## src/rtl/sequential_alu_hs.sv

```systemverilog
// Multi-cycle integer ALU (add/sub/mul/div, signed or unsigned) behind a
// valid/ready input handshake. Add/sub finish at the accepting edge, while
// mul/div iterate one bit per clock. Results are full double width: the
// high product half for mul, or the remainder for div.
//
//   state   | meaning
//   --------+-------------------------------------------------------------
//   IDLE    | ready for a request; add/sub and early exits complete here
//   ITER    | one multiplier/quotient bit per clock, counter W-1 down to 0
//   FIX     | sign correction and overflow evaluation, result published
module sequential_alu_hs #(
    parameter int DATA_WIDTH = 16
) (
    input  logic                  i_clk,
    input  logic                  i_rst,
    input  logic                  i_valid,
    output logic                  o_ready,
    input  logic [1:0]            i_op,
    input  logic                  i_signed,
    input  logic [DATA_WIDTH-1:0] i_a,
    input  logic [DATA_WIDTH-1:0] i_b,
    output logic                  o_valid,
    output logic [DATA_WIDTH-1:0] o_q,
    output logic [DATA_WIDTH-1:0] o_r,
    output logic                  o_ovf,
    output logic                  o_dbz
);

    localparam int W  = DATA_WIDTH;
    localparam int CW = $clog2(W);

    localparam logic [1:0] OP_ADD = 2'b00;
    localparam logic [1:0] OP_SUB = 2'b01;
    localparam logic [1:0] OP_MUL = 2'b10;
    localparam logic [1:0] OP_DIV = 2'b11;

    localparam logic [W-1:0] MIN_VAL = {1'b1, {(W-1){1'b0}}};

    typedef enum logic [1:0] {
        ST_IDLE = 2'd0,
        ST_ITER = 2'd1,
        ST_FIX  = 2'd2
    } state_t;

    state_t state;
    state_t state_nxt;

    logic          accept;
    logic          needs_iter;
    logic [CW-1:0] cnt;

    // Operation context latched at accept
    logic          op_div;
    logic          sgn_mode;
    logic          neg_q;
    logic          neg_r;
    logic [W:0]    mag_a;
    logic [W:0]    mag_b;

    // Iteration registers: hi is the partial product high half or the
    // partial remainder, lo holds the multiplier or dividend as it is
    // shifted out and the product low half or quotient as it is shifted in.
    logic [W:0]    hi;
    logic [W-1:0]  lo;

    logic [W:0]    a_mag_in;
    logic [W:0]    b_mag_in;
    logic [W:0]    sum_ext;
    logic [W:0]    diff_ext;
    logic          add_ovf;
    logic          sub_ovf;
    logic          early_dbz;
    logic          early_ovf;

    logic [W:0]    mul_sum;
    logic [W:0]    div_shift;
    logic [W:0]    div_diff;
    logic [W:0]    hi_nxt;
    logic [W-1:0]  lo_nxt;

    logic [2*W-1:0] prod;
    logic [2*W-1:0] prod_fix;
    logic           mul_ovf;
    logic [W-1:0]   q_fix;
    logic [W-1:0]   r_fix;

    // Decode of the incoming request: add/sub results, magnitudes, early exits
    always_comb begin
        sum_ext   = {1'b0, i_a} + {1'b0, i_b};
        diff_ext  = {1'b0, i_a} - {1'b0, i_b};
        add_ovf   = i_signed ? ((i_a[W-1] == i_b[W-1]) && (sum_ext[W-1] != i_a[W-1]))
                             : sum_ext[W];
        sub_ovf   = i_signed ? ((i_a[W-1] != i_b[W-1]) && (diff_ext[W-1] != i_a[W-1]))
                             : diff_ext[W];
        // One extra bit keeps |MIN| exact
        a_mag_in  = (i_signed && i_a[W-1]) ? (~{1'b1, i_a} + (W+1)'(1)) : {1'b0, i_a};
        b_mag_in  = (i_signed && i_b[W-1]) ? (~{1'b1, i_b} + (W+1)'(1)) : {1'b0, i_b};
        early_dbz = (i_b == '0);
        early_ovf = i_signed && (i_a == MIN_VAL) && (i_b == '1);
        needs_iter = (i_op == OP_MUL) || ((i_op == OP_DIV) && !early_dbz && !early_ovf);
    end

    // One shift-add or restoring-division step
    always_comb begin
        mul_sum   = hi + (lo[0] ? mag_a : '0);
        div_shift = {hi[W-1:0], lo[W-1]};
        div_diff  = div_shift - mag_b;
        hi_nxt    = hi;
        lo_nxt    = lo;
        if (op_div) begin
            if (div_shift >= mag_b) begin
                hi_nxt = div_diff;
                lo_nxt = {lo[W-2:0], 1'b1};
            end else begin
                hi_nxt = div_shift;
                lo_nxt = {lo[W-2:0], 1'b0};
            end
        end else begin
            hi_nxt = {1'b0, mul_sum[W:1]};
            lo_nxt = {mul_sum[0], lo[W-1:1]};
        end
    end

    // Sign correction and overflow of the finished magnitude result
    always_comb begin
        prod     = {hi[W-1:0], lo};
        prod_fix = neg_q ? -prod : prod;
        mul_ovf  = sgn_mode ? (prod_fix[2*W-1:W] != {W{prod_fix[W-1]}})
                            : (prod_fix[2*W-1:W] != '0);
        q_fix    = neg_q ? -lo : lo;
        r_fix    = neg_r ? -hi[W-1:0] : hi[W-1:0];
    end

    // State register
    always_ff @(posedge i_clk or posedge i_rst) begin
        if (i_rst) begin
            state <= ST_IDLE;
        end else begin
            state <= state_nxt;
        end
    end

    // Next-state and handshake outputs
    always_comb begin
        state_nxt = state;
        o_ready   = 1'b0;
        accept    = 1'b0;
        case (state)
            ST_IDLE: begin
                o_ready = 1'b1;
                accept  = i_valid;
                if (i_valid && needs_iter) begin
                    state_nxt = ST_ITER;
                end
            end
            ST_ITER: begin
                if (cnt == '0) begin
                    state_nxt = ST_FIX;
                end
            end
            ST_FIX: begin
                state_nxt = ST_IDLE;
            end
            default: begin
                state_nxt = ST_IDLE;
            end
        endcase
    end

    // Datapath: capture at accept, iterate, publish results
    always_ff @(posedge i_clk or posedge i_rst) begin
        if (i_rst) begin
            o_valid  <= 1'b0;
            o_q      <= '0;
            o_r      <= '0;
            o_ovf    <= 1'b0;
            o_dbz    <= 1'b0;
            cnt      <= '0;
            op_div   <= 1'b0;
            sgn_mode <= 1'b0;
            neg_q    <= 1'b0;
            neg_r    <= 1'b0;
            mag_a    <= '0;
            mag_b    <= '0;
            hi       <= '0;
            lo       <= '0;
        end else begin
            o_valid <= 1'b0;
            o_ovf   <= 1'b0;
            o_dbz   <= 1'b0;
            case (state)
                ST_IDLE: begin
                    if (accept) begin
                        op_div   <= (i_op == OP_DIV);
                        sgn_mode <= i_signed;
                        neg_q    <= i_signed && (i_a[W-1] ^ i_b[W-1]);
                        neg_r    <= i_signed && i_a[W-1];
                        mag_a    <= a_mag_in;
                        mag_b    <= b_mag_in;
                        hi       <= '0;
                        lo       <= (i_op == OP_DIV) ? a_mag_in[W-1:0] : b_mag_in[W-1:0];
                        cnt      <= CW'(W - 1);
                        case (i_op)
                            OP_ADD: begin
                                o_q     <= sum_ext[W-1:0];
                                o_r     <= '0;
                                o_ovf   <= add_ovf;
                                o_valid <= 1'b1;
                            end
                            OP_SUB: begin
                                o_q     <= diff_ext[W-1:0];
                                o_r     <= '0;
                                o_ovf   <= sub_ovf;
                                o_valid <= 1'b1;
                            end
                            OP_DIV: begin
                                if (early_dbz) begin
                                    o_q     <= '0;
                                    o_r     <= i_a;
                                    o_dbz   <= 1'b1;
                                    o_valid <= 1'b1;
                                end else if (early_ovf) begin
                                    o_q     <= MIN_VAL;
                                    o_r     <= '0;
                                    o_ovf   <= 1'b1;
                                    o_valid <= 1'b1;
                                end
                            end
                            default: ;
                        endcase
                    end
                end
                ST_ITER: begin
                    hi <= hi_nxt;
                    lo <= lo_nxt;
                    if (cnt != '0) begin
                        cnt <= cnt - CW'(1);
                    end
                end
                ST_FIX: begin
                    o_valid <= 1'b1;
                    if (op_div) begin
                        o_q <= q_fix;
                        o_r <= r_fix;
                    end else begin
                        o_q   <= prod_fix[W-1:0];
                        o_r   <= prod_fix[2*W-1:W];
                        o_ovf <= mul_ovf;
                    end
                end
                default: ;
            endcase
        end
    end

endmodule

```

## config.mk

```make
export PLATFORM = sky130hd
export DESIGN_NAME = sequential_alu_hs
export DESIGN_NICKNAME = d
export VERILOG_FILES = /design/src/rtl/sequential_alu_hs.sv
export SDC_FILE = /design/constraint.sdc
export NUM_CORES = 1
export LEC_CHECK = 0
export BUFFER_PORTS_ARGS = -buffer_cell sky130_fd_sc_hd__buf_2
export CAP_MARGIN = 40
export CORE_UTILIZATION = 60
export CTS_CLUSTER_SIZE = 30
export DETAILED_ROUTE_END_ITERATION = 10
export PLACE_DENSITY = 0.79
export SKIP_LAST_GASP = 1
export SLEW_MARGIN = 10
export SYNTH_ARGS = -nofsm -noshare
export SYNTH_HDL_FRONTEND = slang
export SYNTH_SLANG_ARGS = --single-unit
```

## constraint.sdc

```tcl
create_clock -name i_clk -period 5.99 [get_ports i_clk]
set_clock_uncertainty 0.2 [all_clocks]
set_input_delay 0.599 -clock i_clk [delete_from_list [all_inputs] [get_ports i_clk]]
set_output_delay 0.599 -clock i_clk [all_outputs]
set_load 0.05 [all_outputs]
```

==> reports/metrics.csv, run 1 <==
stage,metric,value,unit
global_routing,grt ovf,0,
synthesis,post-synthesis sequential area ratio,26.5,%
final_layout,Layout area overhead,7.05,%
sta,Worst Tran Pin Value,0.903,ns
synthesis,Synth area leaders,"dfrtp_1 26%, ha_1 8.4%, o21ai_0 5.6%",
synthesis,Synth top area share,26.5,%
synthesis,mapped cell area,10600,µm²
routing,Vias per Instance,6.63,
synthesis,Synth Net Count,1453,
clocking,clk sink count,112,
placed_design,Final GP Congestion,0.993,
worst_setup_path,Setup crit end kind,flop,
routing,final WL,34900,µm
sta,Tcrit/Tclk final,65.4,%
worst_setup_path,critical-path maximum fanout,21,
clocking,TritonCTS clock tree,built,
final_layout,"most common cell after layout, fill and taps aside",nand2_1,
routing,wire per inst,22.0,µm
worst_setup_path,Worst Path Required,6.04,ns
clocking,# hold bufs at CTS,0,
synthesis,Netlist cell types,80,
worst_setup_path,Setup CP Type,reg -> reg,
clocking,post-CTS setup buffers,0,
worst_setup_path,Worst setup SP type,flop,
power,"Power, Total",6470,µW
placed_design,placed wire-length estimate,26500,µm
sta,Period minus WS final,3.92,ns
synthesis,Syn Area/Cell,7.90,µm²
sta,Final Hold Fails,0,
final_layout,net count reported at finish,1469,
global_routing,global-route wire length before repair,54000,µm
clocking,CTS resizes,0,
global_routing,number of global-route vias before repair,9569,
floorplan,I/O pin cnt,74,
floorplan,Die ar.,18200,µm²
clocking,H-tree depth reported by CTS,3,
clocking,clk slew on worst S/H paths,0.09,ns
global_routing,gr usage total,39.1,%
final_layout,fin area,11300,µm²
run_status,status,"complete, no violations",
clocking,CTS Buf Count,9,
power,Pwr Density,572,nW/µm²
global_routing,largest net degree at the start of global routing,67,
sta,RSZ-0062 raised after global routing,false,
global_routing,antenna violations before repair,0,
floorplan,DIE WIDTH,135,µm
clocking,CTS root buf,clkbuf_16,
sta,total negative setup slack,0,ns
placed_design,"worst slack, placed",2.07,ns
routing,routed vias,10515,
synthesis,"EDFF count, synth",0,
final_layout,multi-input logic area,7200,µm²
worst_hold_path,Hold/Removal Path Class,in -> async,
synthesis,Yosys top cell by area,dfrtp_1,
floorplan,Core ar.,17200,µm²
synthesis,synthesized flop and latch total,112,
final_layout,n_diodes,0,
power,peak supply drop,0.000355,V
routing,number of remaining DRC errors,0,
sta,max frequency,255,MHz
synthesis,synthesized instance count,1340,
final_layout,"commonest cells after routing, fill and taps aside","134 x nand2_1, 118 x o21ai_0, 116 x nor2_1",
synthesis,fraction of registers with async set/reset,100,%
sta,Worst slew margin,39.6,%
clocking,Max Root-Sink Buffers,2,
sta,Final setup viols,0,
final_layout,Seq. cell area,2800,µm²
routing,First DRT Iteration DRCs,1112,
floorplan,Die H,135,µm
final_layout,fill count,1531,
placed_design,IO Port Bufs,73,
floorplan,Cell Rows,48,
sta,PnR worst setup slack,2.07,ns
sta,max-slew violations,0,
flow_run,MaxCap Viol Count,0,
final_layout,Final Core Density,65.7,%
clocking,Clock Latency Late Sink,0.37,ns
routing,remaining antenna violation count,0,
routing,Pre-Repair DR Iteration Count,6,
synthesis,Main synth FF type,dfrtp_1,
final_layout,share of cells above drive strength 1,10.6,%
floorplan,starting density of the core,61.4,%
placed_design,Post-DP Area,11000,µm²
worst_setup_path,worst path arrival time,3.96,ns
synthesis,yosys synthesis warning count,0,
power,LEAKAGE,0.00490,µW
state kept, by name, summed over array words and instances, names as in the netlist:
register / cells
cnt: 4
hi: 17
lo: 16
mag_a: 17
mag_b: 17
neg_q: 1
neg_r: 1
o_dbz: 1
o_ovf: 1
o_q: 16
o_r: 16
o_valid: 1
op_div: 1
sgn_mode: 1
state: 2
worst max-delay path, stage by stage (launching register included):
cell and delay (ns):
dfrtp_1 0.55, inv_1 0.22, ha_1 0.19, nor3b_2 0.36, nand3_1 0.46, or2_1 0.43
o21a_1 0.23, o32a_1 0.30, nor4_2 0.31, mux2i_1 0.13, o31ai_2 0.29, nand4_1 0.12
metal layers:
layer  vias up  routed length (µm)  GRT usage [%]
li1       4844                   -              -
met1      4975               14700           55.0
met2       590               15100           58.0
met3       106                3640           8.75
met4         0                1430           15.9
met5         -                   0              0
per-stage QoR:
step	cells	hold slack [ns]
6_report	1586	0.175
5_1_grt	1586	0.237
4_1_cts	1586	0.201
3_5_place_dp	1570	0.272
3_3_place_gp	1567	0.256
2_1_floorplan	1340	0.242
cell families after synthesis:
| family | Yosys count | synth area share (%) |
|---|---|---|
| compound gates | 422 | 25.7 |
| simple gates | 440 | 20.7 |
| flops | 112 | 26.5 |
| mux | 40 | 3.87 |
| fa+ha+maj | 75 | 9.15 |
| buf+inv | 147 | 5.49 |
| xor+xnor | 104 | 8.61 |
path summary, 6_finish.rpt:
path / startpoint / endpoint / slack, ns / depth (start not counted)
min in group i_clk: mag_b[7] / mag_b[7] / 0.29 / 2
max in group asynchronous: i_rst / o_r[11] / 4.19 / 3
max: lo[0] / o_ovf / 2.07 / 11
min reg2reg: mag_b[7] / mag_b[7] / 0.29 / 2
max reg2reg: lo[0] / o_ovf / 2.07 / 11
min: i_rst / mag_b[3] / 0.17 / 2
report_power, final:
part | leakage (µW) | switching, µW | internal (µW)
sequential | 0.00137 | 525 | 1110
clock | 0.000150 | 349 | 306
combinational | 0.00339 | 2590 | 1590
cells in the mapped netlist (5+ instances only):
cell type	n
a211oi_1	32
a21o_1	21
a21oi_1	110
a22oi_1	14
a311oi_1	5
a31oi_1	20
and2_1	27
and3_1	8
buf_1	7
buf_2	11
clkbuf_1	61
dfrtp_1	112
ha_1	71
inv_1	63
mux2_2	7
mux2i_1	33
nand2_1	134
nand2b_1	10
nand3_1	39
nand3b_1	5
nand4_1	13
nor2_1	116
nor2b_1	15
nor3_1	18
nor3b_1	5
nor4_1	9
o211ai_1	11
o21a_1	6
o21ai_0	118
o21bai_1	14
o221ai_1	6
o31ai_1	15
o41ai_2	5
or2_2	5
or3_1	8
xnor2_1	66
xor2_1	38
final cells by class:
type / count / area share [%]
Inverter: 66 / 2.21
Clock buffer: 9 / 1.99
Sequential cell: 112 / 24.7
Tap cell: 225 / 2.49
Multi-Input combinational cell: 1081 / 63.6
Clock inverter: 7 / 0.817
Timing Repair Buffer: 86 / 4.19
Power figures use the tool's default switching activity.
==> inputs of run 2 (changes only) <==
Settings changed: CORE_UTILIZATION 60 to 57.
Clock period 5.99 ns to 3.4 ns, I/O delays scaled along.
==> run 2 against run 1 <==
  * The flow now finishes with violations (design-rule violations, negative setup slack)
  * Global-route usage fell by 0.81 points
  * Total power is 88% higher
  * Worst hold slack worse by 0.050 ns
  * Core utilization rose by 1.1 points
  * Largest cell class unchanged
  * Fmax is 14% higher
==> reports/metrics.csv, run 2 (same netlist as run 1, synthesis figures left out) <==
stage,metric,value,unit,change
run_status,status,finished with violations,,"was complete, no violations"
run_status,failing checks,"design-rule violations, negative setup slack",,
routing,Vias per Instance,6.54,,was 6.63
sta,Final setup viols,1,,was 0
routing,remaining antenna violation count,0,,unchanged
power,Pwr Density,1010,nW/µm²,was 572 nW/µm²
final_layout,fin cells,1673,,"was 1,586"
placed_design,placed insts,1651,,"was 1,570"
sta,Final Hold Fails,0,,unchanged
floorplan,Die H,138,µm,was 135 µm
clocking,TritonCTS clock tree,built,,unchanged
final_layout,Layout area overhead,14.2,%,was 7.05%
power,Reg power frac,21.7,%,was 25.2%
floorplan,Cell Rows,49,,was 48
final_layout,share of cells above drive strength 1,16.4,%,was 10.6%
global_routing,antenna violations before repair,0,,unchanged
placed_design,"worst slack, placed",-0.0229,ns,was 2.07 ns
worst_setup_path,Setup crit end kind,flop,,unchanged
floorplan,Core ar.,18100,µm²,"was 17,200 µm²"
placed_design,Final GP Congestion,1.03,,was 0.993
worst_setup_path,worst path arrival time,3.47,ns,was 3.96 ns
sta,Period minus WS final,3.42,ns,was 3.92 ns
worst_hold_path,Hold/Removal Path Class,in -> reg,,was in -> async
routing,routed vias,10945,,"was 10,515"
sta,Tcrit/Tclk final,101,%,was 65.4%
power,Switching Share,52.2,%,was 53.5%
sta,PnR worst setup slack,-0.0228,ns,was 2.07 ns
final_layout,Largest regs,"hi: 17 flops, mag_a: 17 flops, mag_b: 17 flops",,unchanged
power,internal power,5820,µW,was 3010 µW
power,LEAKAGE,0.00533,µW,was 0.00490 µW
routing,final WL,36500,µm,"was 34,900 µm"
floorplan,starting density of the core,58.5,%,was 61.4%
worst_setup_path,"slowest stage delay, CP",0.47,ns,was 0.55 ns
global_routing,number of global-route vias before repair,10194,,"was 9,569"
global_routing,grt ovf,0,,unchanged
placed_design,IO Port Bufs,73,,unchanged
final_layout,"commonest cells after routing, fill and taps aside","134 x nand2_1, 116 x o21ai_0, 116 x nor2_1",,"was 134 x nand2_1, 118 x o21ai_0, 116 x nor2_1"
worst_setup_path,Worst Path Required,3.45,ns,was 6.04 ns
worst_setup_path,Crit path max-delay family,simple AND/OR/NAND/NOR gates,,unchanged
final_layout,n_diodes,0,,unchanged
floorplan,I/O pin cnt,74,,unchanged
sta,total negative setup slack,-0.0228,ns,was 0 ns
final_layout,fill count,1586,,"was 1,531"
routing,Pre-Repair DR Iteration Count,8,,was 6
flow_run,MaxCap Viol Count,0,,unchanged
clocking,CTS Buf Count,9,,unchanged
sta,max frequency,292,MHz,was 255 MHz
clocking,clk sink count,112,,unchanged
routing,First DRT Iteration DRCs,1276,,"was 1,112"
sta,RSZ-0062 raised after global routing,true,,was false
power,Psw,6350,µW,was 3470 µW
power,clock share of power,9.8,%,was 10.1%
worst_setup_path,worst path bufs/invs,2,,was 1
worst_setup_path,Setup CP Type,reg -> reg,,unchanged
final_layout,net count reported at finish,1552,,"was 1,469"
clocking,CTS root buf,clkbuf_16,,unchanged
worst_setup_path,CP Cell Sequence,inv_1 -> ha_1 -> nor3b_2 -> nand3_2 -> buf_4 -> o41ai_2 -> xor2_1 -> o221ai_2 -> nor4_2 -> mux2i_1 -> o31ai_2 -> nand4_1,,was inv_1 -> ha_1 -> nor3b_2 -> nand3_1 -> or2_1 -> o21a_1 -> o32a_1 -> nor4_2 -> mux2i_1 -> o31ai_2 -> nand4_1
global_routing,gr usage total,38.3,%,was 39.1%
power,combinational share of power,68.5,%,was 64.7%
global_routing,largest net degree at the start of global routing,113,,was 67
sta,max-slew violations,0,,unchanged
floorplan,Die ar.,19100,µm²,"was 18,200 µm²"
sta,Worst Tran Pin Value,0.818,ns,was 0.903 ns
clocking,clk slew on worst S/H paths,0.09,ns,about the same
routing,wire per inst,21.8,µm,was 22.0 µm
worst_setup_path,critical-path maximum fanout,6,,was 21
final_layout,multi-input logic area,7270,µm²,was 7200 µm²
worst_setup_path,Critical-path top delay cell,dfrtp_2,,was dfrtp_1
clocking,Max Root-Sink Buffers,2,,unchanged
worst_setup_path,Worst setup SP type,flop,,unchanged
final_layout,Final Core Density,66.8,%,was 65.7%
clocking,H-tree depth reported by CTS,3,,unchanged
placed_design,placed wire-length estimate,28200,µm,"was 26,500 µm"
final_layout,Seq. cell area,2800,µm²,about the same
floorplan,DIE WIDTH,138,µm,was 135 µm
power,peak supply drop,0.000458,V,was 0.000355 V
sta,Worst slew margin,45.5,%,was 39.6%
final_layout,"most common cell after layout, fill and taps aside",nand2_1,,unchanged
global_routing,global-route wire length before repair,56800,µm,"was 54,000 µm"
clocking,Clock Latency Late Sink,0.38,ns,was 0.37 ns
routing,number of remaining DRC errors,6,,was 0
## run 2: cell types whose count changed in the layout (fill, tap and decap cells not counted), sizes merged
cell and change:
dlygate4sd3 +1, inv +2, buf +82, clkinv -2
## run 2: what timing repair did
| item | in CTS | in global routing |
|---|---|---|
| endpoints found under the setup margin | 1 | 7 |
| hold endpoints to repair | 79 | 0 |
| gates resized for setup | 1 | 12 |
| pin swaps | 2 | 5 |
| setup buffers | 2 | 3 |
| hold buffers | 1 | 0 |
## run 2: metal layers
| layer | share of wire [%] | wire length, µm | global-route usage [%] | vias up |
|---|---|---|---|---|
| met2 | 44 | 16000 | 58.5 | 602 |
| li1 | - | - | - | 5008 |
| met1 | 42 | 15400 | 53.1 | 5224 |
| met4 | 4.6 | 1690 | 19.1 | 0 |
| met3 | 9.5 | 3470 | 5.89 | 111 |
| met5 | 0 | 0 | 0 | - |
## run 2: path summary, 6_finish.rpt
kind / startpoint / endpoint / slack [ns] / cells after the start
worst min-delay path: i_b[0] / mag_b[0] / 0.12 / 3
worst min register to register: mag_b[2] / mag_b[2] / 0.28 / 2
worst max-delay path: lo[1] / o_ovf / -0.02 / 12
worst max register to register: lo[1] / o_ovf / -0.02 / 12
min in group asynchronous: i_rst / mag_b[1] / 0.45 / 4
max in group asynchronous: i_rst / o_r[8] / 2.04 / 4
## run 2: power groups by stage
stage / Combinational (µW) / Clock, µW / Sequential (µW)
2_1_floorplan: 5230 / 0 / 3020
3_3_place_gp: 7830 / 0 / 2610
3_5_place_dp: 8000 / 0 / 2620
4_1_cts: 8080 / 1200 / 2600
5_1_grt: 9010 / 1260 / 2700
6_report: 8340 / 1190 / 2640
## run 2: cell type report
type                            count  share of cell area [%]
Clock inverter                      7                   0.849
Timing Repair Buffer              169                    9.43
Sequential cell                   112                    23.2
Inverter                           66                    2.08
Multi-Input combinational cell   1081                    60.2
Clock buffer                        9                    1.86
Tap cell                          229                    2.37
## run 2: worst register-to-register path, delay by kind of cell (launching register included)
kind                     cells  cell delay, ns
AND/OR/NAND/NOR              4            0.93
XOR/XNOR                     1            0.32
buffers and inverters        2            0.31
adder cells (fa/ha/maj)      1            0.16
AO/OA/AOI/OAI                3            0.74
multiplexers                 1            0.16
flip-flops                   1            0.47
## run 2: metrics by stage
step                      hold slack, ns  area [µm²]  power [µW]
after CTS                          0.105       12000       11900
after global placement             0.261       11600       10400
after global routing               0.120       12100       13000
final                              0.125       12100       12200
after detailed placement           0.267       11600       10600
after floorplan                    0.242       10600        8250
==> inputs of run 3 (changes only) <==
Settings changed: ABC_AREA set to 1, PLACE_DENSITY 0.79 to unset, PLACE_DENSITY_LB_ADDON set to 0.2.
==> run 3 against run 2 <==
  * The run now ends clean
  * Worst setup slack better by 0.41 ns
  * Sequential share of layout area down 0.84 points
  * Combinational power about the same
  * Global-route usage up 3.0 points
  * Sequential power down 5%
  * Via count up 14%
  * Worst hold slack worse by 0.038 ns
  * First-iteration DRC count down 1.7%
  * Critical endpoint is now hi[10]
  * Largest power group unchanged
==> reports/metrics.csv, run 3 <==
stage,metric,value,unit,change
placed_design,IO Port Bufs,73,,unchanged
routing,Pre-Repair DR Iteration Count,6,,was 8
floorplan,Core ar.,19600,µm²,"was 18,100 µm²"
synthesis,mapped cell area,11500,µm²,"was 10,600 µm²"
final_layout,Seq. cell area,2800,µm²,about the same
clocking,CTS Buf Count,9,,unchanged
worst_setup_path,"slowest stage delay, CP",0.42,ns,was 0.47 ns
sta,Tcrit/Tclk final,88.7,%,was 101%
clocking,clk sink count,112,,unchanged
final_layout,Layout area overhead,9.29,%,was 14.2%
sta,Period minus WS final,3.02,ns,was 3.42 ns
worst_setup_path,worst path bufs/invs,2,,unchanged
placed_design,Final GP Congestion,1.04,,was 1.03
placed_design,Post-DP Area,12200,µm²,"was 11,600 µm²"
sta,max-slew violations,0,,unchanged
synthesis,synthesized instance count,1786,,"was 1,340"
final_layout,fin cells,2116,,"was 1,673"
power,Pwr Density,963,nW/µm²,was 1010 nW/µm²
synthesis,synthesized flop and latch total,112,,unchanged
worst_setup_path,Crit path max-delay family,compound AO/OA/AOI/OAI gates,,was simple AND/OR/NAND/NOR gates
synthesis,post-synthesis sequential area ratio,24.5,%,was 26.5%
final_layout,fin area,12500,µm²,"was 12,100 µm²"
synthesis,most common cell in the netlist,nand2_1,,unchanged
floorplan,Die H,144,µm,was 138 µm
synthesis,Syn Area/Cell,6.42,µm²,was 7.90 µm²
sta,max frequency,332,MHz,was 292 MHz
global_routing,met2 Usage GRT,61.9,%,was 58.5%
synthesis,yosys synthesis warning count,0,,unchanged
clocking,TritonCTS clock tree,built,,unchanged
global_routing,number of global-route vias before repair,11461,,"was 10,194"
final_layout,"commonest cells after routing, fill and taps aside","458 x nand2_1, 210 x inv_1, 171 x o21ai_0",,"was 134 x nand2_1, 116 x o21ai_0, 116 x nor2_1"
sta,Worst slew margin,49.3,%,was 45.5%
floorplan,DIE WIDTH,144,µm,was 138 µm
global_routing,met3 usage,10.9,%,was 5.89%
routing,wire per inst,19.4,µm,was 21.8 µm
worst_setup_path,Setup crit end kind,flop,,unchanged
final_layout,multi-input logic area,7480,µm²,was 7270 µm²
final_layout,share of cells above drive strength 1,11.3,%,was 16.4%
global_routing,GRT met1 Usage,55.8,%,was 53.1%
placed_design,placed wire-length estimate,33100,µm,"was 28,200 µm"
worst_setup_path,Worst setup SP type,flop,,unchanged
worst_setup_path,worst path arrival time,3.05,ns,was 3.47 ns
global_routing,antenna violations before repair,1,,was 0
sta,RSZ-0062 raised after global routing,false,,was true
floorplan,I/O pin cnt,74,,unchanged
clocking,Max Root-Sink Buffers,2,,unchanged
sta,Final setup viols,0,,was 1
floorplan,Cell Rows,51,,was 49
worst_setup_path,CP Cell Sequence,inv_1 -> ha_1 -> inv_1 -> fa_1 -> nand2_1 -> nand2_1 -> a21boi_0 -> o21ai_0 -> a21oi_1 -> or2_2 -> nand4_1 -> nand3_1 -> o21ai_0,,was inv_1 -> ha_1 -> nor3b_2 -> nand3_2 -> buf_4 -> o41ai_2 -> xor2_1 -> o221ai_2 -> nor4_2 -> mux2i_1 -> o31ai_2 -> nand4_1
routing,First DRT Iteration DRCs,1254,,"was 1,276"
worst_setup_path,Setup CP Type,reg -> reg,,unchanged
synthesis,Synth area leaders,"dfrtp_1 24%, nand2_1 15%, ha_1 7.8%",,"was dfrtp_1 26%, ha_1 8.4%, o21ai_0 5.6%"
clocking,Clock Latency Late Sink,0.36,ns,was 0.38 ns
routing,remaining antenna violation count,0,,unchanged
synthesis,fraction of registers with async set/reset,100,%,unchanged
synthesis,"EDFF count, synth",0,,unchanged
final_layout,n_diodes,0,,unchanged
power,LEAKAGE,0.00628,µW,was 0.00533 µW
sta,total negative setup slack,0,ns,was -0.0228 ns
placed_design,placed insts,2099,,"was 1,651"
routing,Vias per Instance,5.89,,was 6.54
routing,number of remaining DRC errors,0,,was 6
synthesis,Yosys top cell by area,dfrtp_1,,unchanged
synthesis,synth cell count leaders,"458 x nand2_1, 211 x inv_1, 171 x o21ai_0, 169 x nor2_1, 130 x nand3_1",,"was 134 x nand2_1, 118 x o21ai_0, 116 x nor2_1, 112 x dfrtp_1, 110 x a21oi_1"
clocking,CTS root buf,clkbuf_16,,unchanged
final_layout,fill count,1919,,"was 1,586"
synthesis,Synth Net Count,1899,,"was 1,453"
synthesis,Synth top area share,24.5,%,was 26.5%
worst_setup_path,Worst Path Required,3.44,ns,was 3.45 ns
worst_setup_path,Critical-path top delay cell,dfrtp_1,,was dfrtp_2
final_layout,Final Core Density,63.9,%,was 66.8%
power,"Power, Total",12100,µW,"was 12,200 µW"
run_status,status,"complete, no violations",,was finished with violations
global_routing,grt ovf,0,,unchanged
worst_hold_path,Hold/Removal Path Class,in -> reg,,unchanged
clocking,H-tree depth reported by CTS,3,,unchanged
sta,Final Hold Fails,0,,unchanged
floorplan,starting density of the core,58.5,%,about the same
sta,Worst Tran Pin Value,0.759,ns,was 0.818 ns
global_routing,global-route wire length before repair,63700,µm,"was 56,800 µm"
clocking,CTS resizes,0,,was 1
global_routing,busiest metal layer after global routing,met2,,unchanged
worst_setup_path,critical-path maximum fanout,4,,was 6
global_routing,gr usage total,41.4,%,was 38.3%
routing,routed vias,12466,,"was 10,945"
power,peak supply drop,0.000593,V,was 0.000458 V
synthesis,Main synth FF type,dfrtp_1,,unchanged
final_layout,net count reported at finish,1959,,"was 1,552"
floorplan,Die ar.,20700,µm²,"was 19,100 µm²"
clocking,clk slew on worst S/H paths,0.08,ns,was 0.09 ns
flow_run,MaxCap Viol Count,0,,unchanged
final_layout,Largest regs,"hi: 17 flops, mag_a: 17 flops, mag_b: 17 flops",,unchanged
global_routing,largest net degree at the start of global routing,51,,was 113
routing,final WL,41200,µm,"was 36,500 µm"
synthesis,Netlist cell types,54,,was 80
final_layout,"most common cell after layout, fill and taps aside",nand2_1,,unchanged
-- run 3: where the power goes --
part           internal [µW]  switching [µW]
registers               1950             571
logic                   2630            5690
clock network            677             549
-- run 3: cells by family after synthesis --
family | after synthesis | share of synthesized area (%)
xor+xnor | 68 | 5.36
flops | 112 | 24.5
compound gates | 395 | 19.9
fa+ha+maj | 75 | 8.45
buf+inv | 291 | 10.3
simple gates | 845 | 31.6
-- run 3: area by class of cell --
class                   count  area share (%)
multi-input cells        1383            59.7
repair buffers            117            5.83
clock inverters             5           0.709
inverters                 223            6.75
clock buffers              11            1.94
flip-flops and latches    112            22.4
well taps                 265            2.65
-- run 3: final timing paths --
| path | from | end | slack (ns) | depth (start not counted) |
|---|---|---|---|---|
| setup / recovery | lo[15] | hi[10] | 0.38 | 13 |
| hold / removal | i_op[1] | state[0] | 0.09 | 3 |
| setup reg to reg | lo[15] | hi[10] | 0.38 | 13 |
| hold reg to reg | cnt[3] | state[1] | 0.29 | 1 |
| max in group asynchronous | i_rst | cnt[0] | 1.84 | 4 |
| min in group asynchronous | i_rst | o_r[10] | 0.44 | 3 |
-- run 3: worst register-to-register path: cells and delay by family, from the launching register on --
| kind | cells | cell delay (ns) |
|---|---|---|
| compound gates | 4 | 0.77 |
| flops | 1 | 0.42 |
| simple gates | 5 | 0.57 |
| fa+ha+maj | 2 | 0.62 |
| buf+inv | 2 | 0.32 |
-- run 3: metrics by stage --
stage	setup slack, ns	hold WS [ns]
after floorplan	0.781	0.245
after global placement	0.487	0.262
after detailed placement	0.462	0.271
after CTS	0.438	0.0832
after global routing	0.244	0.0940
final	0.385	0.0867
-- run 3: repair_timing --
action                     CTS  global route
hold endpoints to repair    28             0
buffers inserted             0             0
setup endpoints to repair    0             0
hold buffers                 1             0
-- run 3: metal layers --
| metal | vias to the layer above | part of all wire [%] |
|---|---|---|
| li1 | 5956 | - |
| met1 | 5668 | 41 |
| met2 | 719 | 42 |
| met3 | 121 | 12 |
| met4 | 2 | 4.6 |
| met5 | - | 0.019 |
